$ cat src/rtl/fp_pkg.sv
// Shared types and helpers for the floating-point pipeline blocks.
// Operand classification, flag bit positions and the canonical quiet NaN.
package fp_pkg;

    typedef enum logic [1:0] {
        FP_ZERO,
        FP_NORM,
        FP_INF,
        FP_NAN
    } fp_class_e;

    localparam int FLAG_W         = 3;
    localparam int FLAG_INVALID   = 2;
    localparam int FLAG_OVERFLOW  = 1;
    localparam int FLAG_UNDERFLOW = 0;

    // Positive sign, all-ones exponent, only the fraction MSB set; callers cast to their width.
    function automatic logic [63:0] fp_qnan(input int exp_w, input int man_w);
        logic [63:0] one;
        one = 64'd1;
        return (((one << exp_w) - one) << man_w) | (one << (man_w - 1));
    endfunction

endpackage

$ cat src/rtl/fp_mul_pipe_if.sv
// Operand/result handshake bundle for fp_mul_pipe.
// The master side issues operands and consumes results; the slave is the multiplier.
interface fp_mul_pipe_if
    import fp_pkg::*;
#(
    parameter int W = 32
);
    logic              in_valid;
    logic              in_ready;
    logic [W-1:0]      x;
    logic [W-1:0]      y;
    logic              rnd_mode;
    logic              out_valid;
    logic              out_ready;
    logic [W-1:0]      result;
    logic [FLAG_W-1:0] flags;

    modport master (
        output in_valid, x, y, rnd_mode, out_ready,
        input  in_ready, out_valid, result, flags
    );

    modport slave (
        input  in_valid, x, y, rnd_mode, out_ready,
        output in_ready, out_valid, result, flags
    );
endinterface

$ cat src/rtl/fp_round_pack.sv
// Rounding and packing of a normalised mantissa with guard/round/sticky bits.
// Purely combinational so both the multiplier and the adder pipelines can reuse it.
module fp_round_pack #(
    parameter int EXP_W = 8,
    parameter int MAN_W = 23
) (
    input  logic                    sign,
    input  logic signed [EXP_W+1:0] exp_in,
    input  logic [MAN_W-1:0]        frac_in,
    input  logic                    guard,
    input  logic                    round,
    input  logic                    sticky,
    input  logic                    trunc,
    output logic [EXP_W+MAN_W:0]    pack_out,
    output logic                    overflow,
    output logic                    underflow
);
    localparam logic signed [EXP_W+1:0] EXP_MAX  = {2'b00, {EXP_W{1'b1}}};
    localparam logic signed [EXP_W+1:0] EXP_ZERO = '0;

    logic                    inc;
    logic [MAN_W:0]          frac_sum;
    logic signed [EXP_W+1:0] exp_adj;

    // A carry out of the fraction leaves it zero and bumps the exponent, so no renormalise is needed.
    always_comb begin
        inc       = !trunc && guard && (round || sticky || frac_in[0]);
        frac_sum  = {1'b0, frac_in} + {{MAN_W{1'b0}}, inc};
        exp_adj   = exp_in + $signed({{(EXP_W+1){1'b0}}, frac_sum[MAN_W]});
        overflow  = 1'b0;
        underflow = 1'b0;
        pack_out  = {sign, exp_adj[EXP_W-1:0], frac_sum[MAN_W-1:0]};
        if (exp_adj >= EXP_MAX) begin
            pack_out = {sign, {EXP_W{1'b1}}, {MAN_W{1'b0}}};
            overflow = 1'b1;
        end else if (exp_adj <= EXP_ZERO) begin
            pack_out  = {sign, {(EXP_W+MAN_W){1'b0}}};
            underflow = 1'b1;
        end
    end
endmodule

$ cat src/rtl/fp_mul_pipe.sv
// Three-stage pipelined floating-point multiplier: unpack/multiply, normalise, round/pack.
// Subnormals flush to zero; a single global stall freezes every stage when the output is blocked.
module fp_mul_pipe
    import fp_pkg::*;
#(
    parameter int EXP_W = 8,
    parameter int MAN_W = 23
) (
    input logic          clk,
    input logic          reset_n,
    fp_mul_pipe_if.slave bus
);
    localparam int W  = 1 + EXP_W + MAN_W;
    localparam int PW = 2 * MAN_W + 2;
    localparam logic [EXP_W+1:0] BIAS_E = {3'b000, {(EXP_W-1){1'b1}}};
    localparam logic [W-1:0]     QNAN   = W'(fp_qnan(EXP_W, MAN_W));

    function automatic fp_class_e classify(input logic [EXP_W-1:0] e, input logic [MAN_W-1:0] f);
        if (e == '0) return FP_ZERO;
        if (e == '1) return (f == '0) ? FP_INF : FP_NAN;
        return FP_NORM;
    endfunction

    logic advance;

    logic [W-1:0]       x_w, y_w;
    logic               sign_d;
    fp_class_e          cls_x, cls_y;
    logic [PW-1:0]      prod_d;
    logic signed [EXP_W+1:0] exp_d;
    logic               special_d;
    logic [W-1:0]       special_res_d;
    logic [FLAG_W-1:0]  special_flags_d;

    logic               s1_valid, s1_sign, s1_rnd, s1_special;
    logic [PW-1:0]      s1_prod;
    logic signed [EXP_W+1:0] s1_exp;
    logic [W-1:0]       s1_special_res;
    logic [FLAG_W-1:0]  s1_special_flags;

    logic [PW-2:0]      norm;
    logic signed [EXP_W+1:0] norm_exp;

    logic               s2_valid, s2_sign, s2_rnd, s2_special;
    logic [MAN_W-1:0]   s2_frac;
    logic               s2_g, s2_r, s2_s;
    logic signed [EXP_W+1:0] s2_exp;
    logic [W-1:0]       s2_special_res;
    logic [FLAG_W-1:0]  s2_special_flags;

    logic [W-1:0]       rp_result;
    logic               rp_ovf, rp_unf;
    logic [W-1:0]       s3_result;
    logic [FLAG_W-1:0]  s3_flags;

    logic               out_valid_q;
    logic [W-1:0]       result_q;
    logic [FLAG_W-1:0]  flags_q;

    assign advance       = !out_valid_q || bus.out_ready;
    assign bus.in_ready  = advance;
    assign bus.out_valid = out_valid_q;
    assign bus.result    = result_q;
    assign bus.flags     = flags_q;
    assign x_w           = bus.x;
    assign y_w           = bus.y;

    // Stage 1 datapath: classify, multiply hidden-one mantissas, and resolve special operands early.
    always_comb begin
        sign_d = x_w[W-1] ^ y_w[W-1];
        cls_x  = classify(x_w[W-2:MAN_W], x_w[MAN_W-1:0]);
        cls_y  = classify(y_w[W-2:MAN_W], y_w[MAN_W-1:0]);
        prod_d = PW'({1'b1, x_w[MAN_W-1:0]}) * PW'({1'b1, y_w[MAN_W-1:0]});
        exp_d  = $signed({2'b00, x_w[W-2:MAN_W]}) + $signed({2'b00, y_w[W-2:MAN_W]})
               - $signed(BIAS_E);
        special_d       = 1'b1;
        special_res_d   = '0;
        special_flags_d = '0;
        if (cls_x == FP_NAN || cls_y == FP_NAN) begin
            special_res_d = QNAN;
        end else if ((cls_x == FP_ZERO && cls_y == FP_INF) || (cls_x == FP_INF && cls_y == FP_ZERO)) begin
            special_res_d                 = QNAN;
            special_flags_d[FLAG_INVALID] = 1'b1;
        end else if (cls_x == FP_INF || cls_y == FP_INF) begin
            special_res_d = {sign_d, {EXP_W{1'b1}}, {MAN_W{1'b0}}};
        end else if (cls_x == FP_ZERO || cls_y == FP_ZERO) begin
            special_res_d = {sign_d, {(W-1){1'b0}}};
        end else begin
            special_d = 1'b0;
        end
    end

    always_ff @(posedge clk or negedge reset_n) begin
        if (!reset_n) begin
            s1_valid         <= 1'b0;
            s1_sign          <= 1'b0;
            s1_rnd           <= 1'b0;
            s1_special       <= 1'b0;
            s1_prod          <= '0;
            s1_exp           <= '0;
            s1_special_res   <= '0;
            s1_special_flags <= '0;
        end else if (advance) begin
            s1_valid <= bus.in_valid;
            if (bus.in_valid) begin
                s1_sign          <= sign_d;
                s1_rnd           <= bus.rnd_mode;
                s1_special       <= special_d;
                s1_prod          <= prod_d;
                s1_exp           <= exp_d;
                s1_special_res   <= special_res_d;
                s1_special_flags <= special_flags_d;
            end
        end
    end

    // Align the leading one to the top of 'norm'; a set product MSB means the exponent grows by one.
    always_comb begin
        norm     = s1_prod[PW-1] ? s1_prod[PW-2:0] : {s1_prod[PW-3:0], 1'b0};
        norm_exp = s1_exp + $signed({{(EXP_W+1){1'b0}}, s1_prod[PW-1]});
    end

    always_ff @(posedge clk or negedge reset_n) begin
        if (!reset_n) begin
            s2_valid         <= 1'b0;
            s2_sign          <= 1'b0;
            s2_rnd           <= 1'b0;
            s2_special       <= 1'b0;
            s2_frac          <= '0;
            s2_g             <= 1'b0;
            s2_r             <= 1'b0;
            s2_s             <= 1'b0;
            s2_exp           <= '0;
            s2_special_res   <= '0;
            s2_special_flags <= '0;
        end else if (advance) begin
            s2_valid <= s1_valid;
            if (s1_valid) begin
                s2_sign          <= s1_sign;
                s2_rnd           <= s1_rnd;
                s2_special       <= s1_special;
                s2_frac          <= norm[PW-2 -: MAN_W];
                s2_g             <= norm[MAN_W];
                s2_r             <= norm[MAN_W-1];
                s2_s             <= |norm[MAN_W-2:0];
                s2_exp           <= norm_exp;
                s2_special_res   <= s1_special_res;
                s2_special_flags <= s1_special_flags;
            end
        end
    end

    fp_round_pack #(
        .EXP_W (EXP_W),
        .MAN_W (MAN_W)
    ) u_round_pack (
        .sign      (s2_sign),
        .exp_in    (s2_exp),
        .frac_in   (s2_frac),
        .guard     (s2_g),
        .round     (s2_r),
        .sticky    (s2_s),
        .trunc     (s2_rnd),
        .pack_out  (rp_result),
        .overflow  (rp_ovf),
        .underflow (rp_unf)
    );

    always_comb begin
        s3_result                = rp_result;
        s3_flags                 = '0;
        s3_flags[FLAG_OVERFLOW]  = rp_ovf;
        s3_flags[FLAG_UNDERFLOW] = rp_unf;
        if (s2_special) begin
            s3_result = s2_special_res;
            s3_flags  = s2_special_flags;
        end
    end

    // Result and flags only load on a real transfer, so they stay frozen through stalls and bubbles.
    always_ff @(posedge clk or negedge reset_n) begin
        if (!reset_n) begin
            out_valid_q <= 1'b0;
            result_q    <= '0;
            flags_q     <= '0;
        end else if (advance) begin
            out_valid_q <= s2_valid;
            if (s2_valid) begin
                result_q <= s3_result;
                flags_q  <= s3_flags;
            end
        end
    end
endmodule

$ cat src/flat_wrapper.sv
// flat-port wrapper written by rule: the top's interface ports become plain ports
module fp_mul_pipe_flat import fp_pkg::*;
#(
    parameter int EXP_W = 8,
    parameter int MAN_W = 23
)
  (clk, reset_n, bus_in_valid, bus_x, bus_y, bus_rnd_mode, bus_out_ready, bus_in_ready, bus_out_valid, bus_result, bus_flags);
  fp_mul_pipe_if #(.W(32)) bus_i ();
  input logic clk;
  input logic reset_n;
  input wire logic [$bits(bus_i.in_valid)-1:0] bus_in_valid;
  input wire logic [$bits(bus_i.x)-1:0] bus_x;
  input wire logic [$bits(bus_i.y)-1:0] bus_y;
  input wire logic [$bits(bus_i.rnd_mode)-1:0] bus_rnd_mode;
  input wire logic [$bits(bus_i.out_ready)-1:0] bus_out_ready;
  output wire logic [$bits(bus_i.in_ready)-1:0] bus_in_ready;
  output wire logic [$bits(bus_i.out_valid)-1:0] bus_out_valid;
  output wire logic [$bits(bus_i.result)-1:0] bus_result;
  output wire logic [$bits(bus_i.flags)-1:0] bus_flags;
  assign bus_i.in_valid = bus_in_valid;
  assign bus_i.x = bus_x;
  assign bus_i.y = bus_y;
  assign bus_i.rnd_mode = bus_rnd_mode;
  assign bus_i.out_ready = bus_out_ready;
  assign bus_in_ready = bus_i.in_ready;
  assign bus_out_valid = bus_i.out_valid;
  assign bus_result = bus_i.result;
  assign bus_flags = bus_i.flags;
  fp_mul_pipe #(.EXP_W(EXP_W), .MAN_W(MAN_W)) u_core (.clk(clk), .reset_n(reset_n), .bus(bus_i));
endmodule
$ cat config.mk
export PLATFORM = sky130hd
export DESIGN_NAME = fp_mul_pipe_flat
export DESIGN_NICKNAME = d
export VERILOG_FILES = /design/src/rtl/fp_pkg.sv /design/src/rtl/fp_mul_pipe_if.sv /design/src/rtl/fp_round_pack.sv /design/src/rtl/fp_mul_pipe.sv /design/src/flat_wrapper.sv
export SDC_FILE = /design/constraint.sdc
export NUM_CORES = 2
export LEC_CHECK = 0
export ABC_AREA = 1
export ABC_CLOCK_PERIOD_IN_PS = 6400
export CORE_AREA = 2 2 283 285
export CTS_CLUSTER_SIZE = 40
export DETAILED_ROUTE_END_ITERATION = 10
export DIE_AREA = 0 0 285 287
export GPL_TIMING_DRIVEN = 0
export SLEW_MARGIN = 10
export SYNTH_ARGS = -nofsm -noshare
export SYNTH_HDL_FRONTEND = slang
export SYNTH_SLANG_ARGS = --single-unit
$ cat constraint.sdc
create_clock -name clk -period 6.4 [get_ports clk]
set_input_delay 0.96 -clock clk [delete_from_list [all_inputs] [get_ports clk]]
set_output_delay 0.96 -clock clk [all_outputs]
set_load 0.03 [all_outputs]
==> insert_results.sql <==
INSERT INTO impl_metrics (metric_group, metric, value, unit) VALUES
('global_route', 'grt.total_usage', '23.0', '%'),
('place', 'place_congestion', '0.983', ''),
('synthesis', 'yosys.area.top_type_share', '34.5', '%'),
('synthesis', 'synth_most_common_cell', 'sky130_fd_sc_hd__nand2_1', ''),
('final_layout', 'fill_cells', '7994', ''),
('worst_hold_path', 'hold_class', 'input port to async pin', ''),
('synthesis', 'ys_seq_area_share', '13.0', '%'),
('clocking', 'clk_path_buf_depth', '2', ''),
('sta', 'timing.final.crit_period', '6.43', 'ns'),
('clocking', 'clk_transition_reported_paths', '0.07', 'ns'),
('place', 'port_buffers', '100', ''),
('clocking', 'cts_htree_levels', '4', ''),
('synthesis', 'asyncSetResetFlopFracSynth', '100', '%'),
('global_route', 'wire_length_of_the_first_global_routing_pass', '144000', 'um'),
('global_route', 'globalRouteOverflowTotal', '0', ''),
('drt', 'routed_wire_length_per_instance', '18.2', 'um'),
('critical_path', 'start_of_the_worst_register_to_register_path', 'u_core.s2_rnd', ''),
('critical_path', 'endpoint_kind', 'flop', ''),
('critical_path', 'critical_path.max_fanout', '10', ''),
('clocking', 'clock_tree.root_cell', 'sky130_fd_sc_hd__clkbuf_16', ''),
('final_layout', 'layout-drive-gt1-share', '11.7', '%'),
('synthesis', 'synth_area', '0.0280', 'mm^2'),
('floorplanning', 'top_level_ports', '106', ''),
('critical_path', 'worstPathRequired', '6.73', 'ns'),
('sta', 'timing_max_transition_violations_final', '0', ''),
('sta', 'grt_setup_unrepaired', 'yes', ''),
('place', 'preCtsSetupSlack', '-2.38', 'ns'),
('clocking', 'clk_latency', '0.43', 'ns'),
('critical_path', 'r2r_setup_slack', '2.59', 'ns'),
('final_layout', 'final_net_count', '4791', ''),
('floorplanning', 'fp.coreArea', '0.0786', 'mm^2'),
('critical_path', 'critPathKind', 'input port to flop', ''),
('final_layout', 'syn_to_final_growth', '21.4', '%'),
('flow_run', 'max_capacitance_violation_count', '0', ''),
('place', 'dpl_cell_area', '0.0304', 'mm^2'),
('sta', 'whs', '0.468', 'ns'),
('synthesis', 'syn_area_per_cell', '7.25', 'um^2'),
('drt', 'detailedRoute.firstPassIterationCount', '6', ''),
('critical_path', 'critical_path.startpoint_type', 'input port', ''),
('sta', 'fin_skew', '0.00852', 'ns'),
('sta', 'tightest_slew', '0.599', 'ns'),
('floorplanning', 'std_cell_rows', '103', ''),
('drt', 'post-route-drc-count', '0', ''),
('synthesis', 'postSynthRegisterBits', '146', ''),
('floorplanning', 'fp.dieArea', '0.0818', 'mm^2'),
('synthesis', 'synth-edff-count', '0', ''),
('floorplanning', 'die_height', '287', 'um'),
('global_route', 'grt_antenna_before_repair', '2', ''),
('synthesis', 'yosys-top-cells-count', 'sky130_fd_sc_hd__nand2_1 (1,216), sky130_fd_sc_hd__inv_1 (1,126), sky130_fd_sc_hd__fa_1 (483)', ''),
('sta', 'finalSetupViolations', '2', ''),
('global_route', 'first_global_vias', '25100', ''),
('drt', 'route.detailed.vias_per_inst', '4.80', ''),
('sta', 'worst_slew_margin_rel', '60.1', '%'),
('outcome', 'violations', 'setup timing', ''),
('final_layout', 'post-route-cell-area', '0.0340', 'mm^2'),
('synthesis', 'yosysWarnings', '0', ''),
('floorplanning', 'floorplan.initialDensity', '35.7', '%'),
('global_route', 'grt_max_degree', '77', ''),
('clocking', 'number_of_sinks_driven_by_the_clock_tree', '146', ''),
('clocking', 'cts_buffers', '17', ''),
('critical_path', 'reg_to_reg_endpoint', 'u_core.bus.result[1]', ''),
('drt', 'route.vias.total', '24500', ''),
('place', 'dp.final_hpwl', '75500', 'um'),
('drt', 'ant_nets', '0', ''),
('synthesis', 'post_synth_main_area_contributors', 'sky130_fd_sc_hd__fa_1 (34%), sky130_fd_sc_hd__nand2_1 (16%), sky130_fd_sc_hd__inv_1 (15%)', ''),
('floorplanning', 'die_width', '285', 'um'),
('drt', 'routed_wirelength', '93200', 'um'),
('sta', 'layout_setup_ws', '-0.0251', 'ns'),
('drt', 'first_iter_violations', '1956', ''),
('synthesis', 'post-synth-top-area-cell', 'sky130_fd_sc_hd__fa_1', ''),
('sta', 'max_freq', '156', 'MHz'),
('clocking', 'cts_tree', 'done', ''),
('critical_path', 'worstRegToRegCells', '22', ''),
('sta', 'final-hold-violation-count', '0', ''),
('outcome', 'outcome', 'complete, but fails checks', ''),
('sta', 'share_of_the_clock_period_used_by_the_worst_path_after_layout', '100', '%'),
('critical_path', 'worst-endpoint-arrival', '6.75', 'ns'),
('synthesis', 'postSynthCellCount', '3868', ''),
('synthesis', 'ys_types', '36', ''),
('synthesis', 'synthFlopType', 'sky130_fd_sc_hd__dfrtp_1', ''),
('synthesis', 'synth_fp_nets', '4607', '');
[worst max-delay path by stage]
stage                     startpoint            endpoint  slack (ns)  cells past startpoint
final                       bus_x[7]  u_core.s1_prod[44]       -0.03                     28
after global routing        bus_x[7]  u_core.s1_prod[44]        -0.1                     28
after floorplan             bus_x[8]  u_core.s1_prod[28]       0.002                     27
after CTS                   bus_y[0]  u_core.s1_prod[40]       -0.04                     27
after detailed placement   bus_y[10]  u_core.s1_prod[40]       -2.38                     27
after global placement     bus_y[10]  u_core.s1_prod[40]       -2.31                     27
[stage by stage]
step                setup TNS (ns)  std cells  util [%]
floorplan                        0       3868         -
global route                -0.884       5116      43.3
finish                     -0.0344       5116      43.3
CTS                        -0.0581       5063      41.8
detailed placement          -70.66       5019      38.7
global placement           -318.79       5018      38.6
[sequential cells by signal, summed over array words and instances, names as in the netlist]
signal	cells
u_core.s1_special_flags	1
u_core.s1_prod	48
u_core.bus.flags	3
u_core.bus.out_valid	1
u_core.s2_sign	1
u_core.s1_rnd	1
u_core.bus.result	32
u_core.s2_special_res	3
u_core.s1_special	1
u_core.s2_g	1
u_core.s2_special	1
u_core.s1_exp	10
u_core.s1_special_res	3
u_core.s2_exp	10
u_core.s2_special_flags	1
u_core.s1_valid	1
u_core.s2_r	1
u_core.s2_rnd	1
u_core.s2_s	1
u_core.s2_valid	1
u_core.s2_frac	23
u_core.s1_sign	1
[cell families after synthesis]
group | Yosys count | share of synthesized area, %
xor gates and xnor gates | 28 | 0.875
buffers and inverters | 1260 | 16.9
AOI/OAI and AO/OA | 158 | 3.07
DFF | 146 | 13.0
adders and majority gates | 670 | 42.8
and+or+nand+nor | 1606 | 23.2
[timing repair]
| action | in CTS | in global routing |
|---|---|---|
| endpoints found under the setup margin | 38 | 31 |
| pin swaps | 20 | 85 |
| buffers inserted | 12 | 46 |
| hold buffers | 0 | 0 |
| gates resized for setup | 636 | 243 |
| cloned | 0 | 6 |
[placed cells by master, fill, tap and decap left out, types with 27 or more instances in the layout]
master and instances:
sky130_fd_sc_hd__nand3_1 99, sky130_fd_sc_hd__fa_1 462, sky130_fd_sc_hd__buf_4 60, sky130_fd_sc_hd__o21ai_0 77
sky130_fd_sc_hd__nor2_1 124, sky130_fd_sc_hd__nand2_1 1167, sky130_fd_sc_hd__ha_1 168, sky130_fd_sc_hd__inv_1 1095
sky130_fd_sc_hd__clkdlybuf4s50_1 58, sky130_fd_sc_hd__a21oi_1 36, sky130_fd_sc_hd__inv_2 34, sky130_fd_sc_hd__clkbuf_1 27
sky130_fd_sc_hd__clkbuf_16 66, sky130_fd_sc_hd__nand2_2 44, sky130_fd_sc_hd__nand4_1 27, sky130_fd_sc_hd__nand3_2 27
sky130_fd_sc_hd__dfrtp_1 146
[final cells by class]
class	count	area (um^2)	area share (%)
Multi-Input combinational cell	2462	20500	60.2
Inverter	1131	4250	12.5
Sequential cell	146	3650	10.7
Buffer	129	2010	5.90
Timing Repair Buffer	165	1720	5.05
Tap cell	1050	1310	3.86
Clock buffer	18	439	1.29
Clock inverter	14	165	0.485
Antenna cell	1	2.50	0.00735
[worst max-delay path, stage by stage]
cell and delay (ns):
sky130_fd_sc_hd__clkbuf_8 0.18, sky130_fd_sc_hd__clkbuf_16 0.20, sky130_fd_sc_hd__nand2_1 0.09, sky130_fd_sc_hd__fa_1 0.53
sky130_fd_sc_hd__inv_1 0.05, sky130_fd_sc_hd__fa_1 0.50, sky130_fd_sc_hd__inv_1 0.06, sky130_fd_sc_hd__fa_1 0.56
sky130_fd_sc_hd__inv_1 0.08, sky130_fd_sc_hd__fa_1 0.54, sky130_fd_sc_hd__fa_2 0.45, sky130_fd_sc_hd__fa_1 0.49
sky130_fd_sc_hd__inv_1 0.05, sky130_fd_sc_hd__fa_2 0.54, sky130_fd_sc_hd__inv_2 0.07, sky130_fd_sc_hd__ha_4 0.32
sky130_fd_sc_hd__nand2_4 0.08, sky130_fd_sc_hd__nor2_4 0.15, sky130_fd_sc_hd__nand2_2 0.08, sky130_fd_sc_hd__nor2_1 0.09
sky130_fd_sc_hd__nand2_1 0.10, sky130_fd_sc_hd__nand3_4 0.15, sky130_fd_sc_hd__buf_12 0.13, sky130_fd_sc_hd__nand2_4 0.04
sky130_fd_sc_hd__nand2_2 0.06, sky130_fd_sc_hd__nand2_2 0.05, sky130_fd_sc_hd__nand3_2 0.08, sky130_fd_sc_hd__nand2_1 0.05
[metal layers]
metal / vias up / wire length, um / track usage, %
li1: 11400 / - / -
met4: 0 / 4940 / 9.66
met1: 11900 / 37700 / 30.0
met3: 228 / 7960 / 3.14
met5: - / 0 / 0
met2: 1000 / 42600 / 38.6
Power is left out: the tool's default activity adds up to more than one toggle a clock period on the data nets, which glitch-free logic cannot reach.
